[config.mk]
export PLATFORM = sky130hd
export DESIGN_NAME = seq_divider
export DESIGN_NICKNAME = d
export VERILOG_FILES = /design/src/rtl/div_pkg.sv /design/src/rtl/div_step.sv /design/src/rtl/seq_divider.sv
export SDC_FILE = /design/constraint.sdc
export NUM_CORES = 1
export LEC_CHECK = 0
export ABC_AREA = 0
export ABC_CLOCK_PERIOD_IN_PS = 2800
export CORE_MARGIN = 3
export CORE_UTILIZATION = 47
export CTS_BUF_LIST = sky130_fd_sc_hd__clkbuf_2
export DETAILED_ROUTE_END_ITERATION = 10
export PLACE_DENSITY = 0.71
export SYNTH_ARGS = -nofsm -noshare
export SYNTH_HDL_FRONTEND = slang
export SYNTH_SLANG_ARGS = --single-unit
export TNS_END_PERCENT = 20
[constraint.sdc]
create_clock -name clk -period 2.8 [get_ports clk]
set_input_delay 0.28 -clock clk [delete_from_list [all_inputs] [get_ports clk]]
set_output_delay 0.28 -clock clk [all_outputs]
set_load 0.01 [all_outputs]
[src/rtl/div_pkg.sv]
// Shared types and sizing for the sequential restoring divider.
package div_pkg;

  typedef enum logic [1:0] {IDLE, RUN, DONE} div_state_t;

  localparam int DIV_WIDTH = 8;
  localparam int DIV_STEPS = DIV_WIDTH;

endpackage

[src/rtl/div_step.sv]
// One restoring-division step: shift in the next dividend bit, trial-subtract
// the divisor, keep the difference only when it does not go negative.
module div_step
  import div_pkg::*;
#(
  parameter int WIDTH = DIV_WIDTH
) (
  input  logic [WIDTH-1:0] r,
  input  logic             q_msb,
  input  logic [WIDTH-1:0] d,
  output logic [WIDTH-1:0] r_next,
  output logic             q_bit
);

  logic [WIDTH:0] t;

  // The stored remainder is always below d, so the difference fits in WIDTH bits.
  always_comb begin
    t      = {r, q_msb};
    q_bit  = (t >= {1'b0, d});
    r_next = q_bit ? (t[WIDTH-1:0] - d) : t[WIDTH-1:0];
  end

endmodule

[src/rtl/seq_divider.sv]
// Multi-cycle unsigned divider, one quotient bit per clock, with a
// start/busy/done handshake. A zero divisor short-circuits straight to DONE.
module seq_divider
  import div_pkg::*;
#(
  parameter int WIDTH = DIV_WIDTH
) (
  input  logic             clk,
  input  logic             reset,
  input  logic             start,
  input  logic [WIDTH-1:0] dividend,
  input  logic [WIDTH-1:0] divisor,
  output logic [WIDTH-1:0] quotient,
  output logic [WIDTH-1:0] remainder,
  output logic             busy,
  output logic             done,
  output logic             div_by_zero
);

  localparam int CNT_W = (WIDTH > 1) ? $clog2(WIDTH) : 1;
  localparam logic [CNT_W-1:0] LAST_STEP = CNT_W'(WIDTH - 1);

  div_state_t       state;
  logic [WIDTH-1:0] q;
  logic [WIDTH-1:0] d;
  logic [WIDTH-1:0] r;
  logic [CNT_W-1:0] cnt;

  logic [WIDTH-1:0] r_next;
  logic             q_bit;

  div_step #(.WIDTH(WIDTH)) u_step (
    .r      (r),
    .q_msb  (q[WIDTH-1]),
    .d      (d),
    .r_next (r_next),
    .q_bit  (q_bit)
  );

  // Control FSM, iteration registers and registered results/handshake.
  always_ff @(posedge clk or posedge reset) begin
    if (reset) begin
      state       <= IDLE;
      q           <= '0;
      d           <= '0;
      r           <= '0;
      cnt         <= '0;
      quotient    <= '0;
      remainder   <= '0;
      busy        <= 1'b0;
      done        <= 1'b0;
      div_by_zero <= 1'b0;
    end else begin
      case (state)
        IDLE, DONE: begin
          done  <= 1'b0;
          busy  <= 1'b0;
          state <= IDLE;
          if (start) begin
            q   <= dividend;
            d   <= divisor;
            r   <= '0;
            cnt <= '0;
            if (divisor == '0) begin
              // Results are defined directly; no iteration needed.
              quotient    <= '1;
              remainder   <= dividend;
              div_by_zero <= 1'b1;
              done        <= 1'b1;
              state       <= DONE;
            end else begin
              busy  <= 1'b1;
              state <= RUN;
            end
          end
        end
        RUN: begin
          q   <= {q[WIDTH-2:0], q_bit};
          r   <= r_next;
          cnt <= cnt + 1'b1;
          if (cnt == LAST_STEP) begin
            quotient    <= {q[WIDTH-2:0], q_bit};
            remainder   <= r_next;
            div_by_zero <= 1'b0;
            busy        <= 1'b0;
            done        <= 1'b1;
            state       <= DONE;
          end
        end
        default: state <= IDLE;
      endcase
    end
  end

endmodule

==> metrics.txt <==
delay-heaviest family, CP adder cells; startpoint types flip-flop; Cells after DPL 355; Gate Count Post-Synth 258; Die H 77.29 µm; row cnt 25; cell area after synthesis 2389 µm²; Max Cap Viol 0; Clk Latency, worst-skew pair 0.42 ns; Max Clock Skew ~0.0078 ns; H-tree level count 2; DRT antenna net count 0; vias in the first global route 1983; PD cells 1332 nW/µm²; Flop pwr share 32.7%; Setup violations, final 0; Setup Buffers After CTS 0; Slowest cell on crit path dfrtp_1; Cell variety after synth 43; reg-to-reg slack, setup approximately 0.56 ns; wire length on met3 309 µm; port buffer count 37; Post-Layout Cell Count roughly 360; initial DRC count roughly 130; CP required between 3 and 4 ns; DR DRC count 0; first-pass GRT wire length 9570 µm; Int Power 2.186 mW; static leakage approximately 1.3 nW; DP Area 2824 µm²; CTS tree built; Syn Nets between 200 and 300; met2 WL between 2000 and 3000 µm; CTS Buffer Depth 2; Routed WL 5684 µm; initial antenna violation count 0; routed metal-1 wirelength 2545 µm; n_diodes 0; WL per Instance approximately 16 µm; EDFF count, synth 0; most frequent cells in the layout dfrtp_1 (48), nand2_1 (37), clkdlybuf4s50_1 (37); Top Layer Used met4; fin crit share between 70% and 80%; CP max stage delay roughly 0.43 ns; r2r endpoint remainder[6]; total clock sinks 48; maximum number of pins on one net before global-route repair 33; WS Path Type flip-flop to flip-flop; final setup TNS 0 ns; CP endpoint kind flip-flop; register area share after synthesis 50.29%; clock power share under 10%; layout cell share with drive strength beyond 1 6.757%; Seq cells post-synth 48; Slew Limit Fails 0; Yosys Warn Count 0; Synth Flop Type dfrtp_1; final RePlAce weighted congestion 0.8381; commonest non-fill, non-tap cell in the layout dfrtp_1; hold buffer count at cts 0; Finished Cell Area 2889 µm²; drt via density between 5 and 6; DP HPWL 4150 µm; Min Hold Slack 0.2353 ns; Total Routing Usage GR 20.26%; Final nets about 330; synthesized area per cell 9.258 µm²; async set-reset flop share out of synthesis between 90% and 100%; fill cell count ~460; clock transition at the registers of the reported paths 0.23 ns; crit path DAT 2.60 ns; DIE WIDTH 77.29 µm; Crit path depth 9; gr ovfl total 0; Final Hold Fails 0; Num CTS Buffers 5; post-route minimum period 2.235 ns; CP Max Fanout 3; Gates resized, CTS repair 0; Buf/Inv on CP 1; Register-to-Register Path Depth 9; synth-to-layout area growth 20.95%; clock root buffer clkbuf_2; worst path cell trace inv_1, ha_1, fa_1, nand2b_1, a21oi_1, o21a_1, nor3_1, o2111a_1, nor3_2; Fmax between 400 and 500 MHz; Net Sw Frac a little over two fifths; unrepaired setup endpoints after global routing no; Via Count 1980; outcome finished clean; worst r2r src q[7]; Design Power 3.848 mW; num ports 38; Starting Density 49.58%; Combinational Power Share 57.7%; Detailed Routing Iterations Pass 1 4; area of the core 4817 µm²; full die area 5974 µm²; worst slew pin tran just over 1 ns; HP Class input pin to async pin; NetSw 1.663 mW; Max-slew headroom 32.23%; Worst IR Drop VDD roughly 0.6 mV
[power groups by stage]
stage	logic, mW	registers [mW]	clock network [mW]
after global placement	2.15	1.27	0
after CTS	2.22	1.26	0.381
final	2.22	1.26	0.370
after global routing	2.46	1.30	0.408
after floorplan	1.54	1.27	0
after detailed placement	2.19	1.28	0
[registers in the layout (all words and copies together) (netlist names)]
register	cells
div_by_zero	1
done	1
d	8
busy	1
q	8
cnt	3
state	2
remainder	8
quotient	8
r	8
[cell type report]
class	instances	area, µm²	area share [%]
inverter	12	45.04	1.559
timing repair buffer	42	407.9	14.12
multi-input combinational	186	1086	37.59
tap	67	83.83	2.902
clock inverter	2	35.03	1.213
sequential	48	1201	41.58
clock buffer	6	30.03	1.039
[worst max-delay path by stage]
stage              endpoint  startpoint
6_report       remainder[6]        q[7]
5_1_grt        remainder[6]        q[7]
2_1_floorplan  remainder[3]        r[5]
3_5_place_dp   remainder[7]  divisor[3]
4_1_cts        remainder[6]        q[7]
3_3_place_gp   remainder[7]  divisor[3]
[Yosys cell counts (2+ instances only)]
| library cell | count | area share (%) |
|---|---|---|
| mux2i_1 | 3 | 1.3 |
| a21o_1 | 3 | 0.94 |
| nor2_1 | 32 | 5.0 |
| nand2b_1 | 4 | 1.0 |
| nor4_1 | 2 | 0.52 |
| o22a_1 | 2 | 0.73 |
| nand3_1 | 4 | 0.84 |
| dfrtp_1 | 48 | 50 |
| o21a_1 | 3 | 0.94 |
| o31ai_1 | 2 | 0.63 |
| o21ai_1 | 7 | 1.5 |
| nor2b_1 | 3 | 0.79 |
| nor3_1 | 2 | 0.42 |
| clkbuf_1 | 8 | 1.3 |
| xor2_1 | 3 | 1.1 |
| inv_1 | 11 | 1.7 |
| o22ai_1 | 3 | 0.79 |
| a21oi_1 | 20 | 4.2 |
| a22o_1 | 3 | 1.1 |
| nand2_1 | 37 | 5.8 |
| a31oi_1 | 9 | 2.4 |
| buf_2 | 3 | 0.63 |
| o21ai_0 | 17 | 3.6 |
| ha_1 | 10 | 5.2 |
[metrics by stage]
step	utilization (%)	worst slack [ns]
2_1_floorplan	-	0.7973
3_3_place_gp	58.62	0.5772
3_5_place_dp	58.62	0.4800
4_1_cts	59.97	0.6003
5_1_grt	59.97	0.4458
6_report	59.97	0.5648
[cells by family (layout without fill, tap and decap cells)]
group	Yosys count	in the layout	synth area share (%)
simple gates	91	91	16.82
compound gates	77	77	19.85
fa+ha+maj	11	11	6.077
mux	3	3	1.257
flops	48	48	50.29
buf+inv	24	62	4.243
xor+xnor	4	4	1.467
[routing by layer]
| layer | vias to the layer above | GRT usage (%) |
|---|---|---|
| met3 | 13 | 3.521 |
| li1 | 968 | - |
| met2 | 64 | 32.12 |
| met4 | 0 | 7.651 |
| met5 | - | 0 |
| met1 | 935 | 27.74 |
Note: power is estimated with default switching activity, not from simulation.
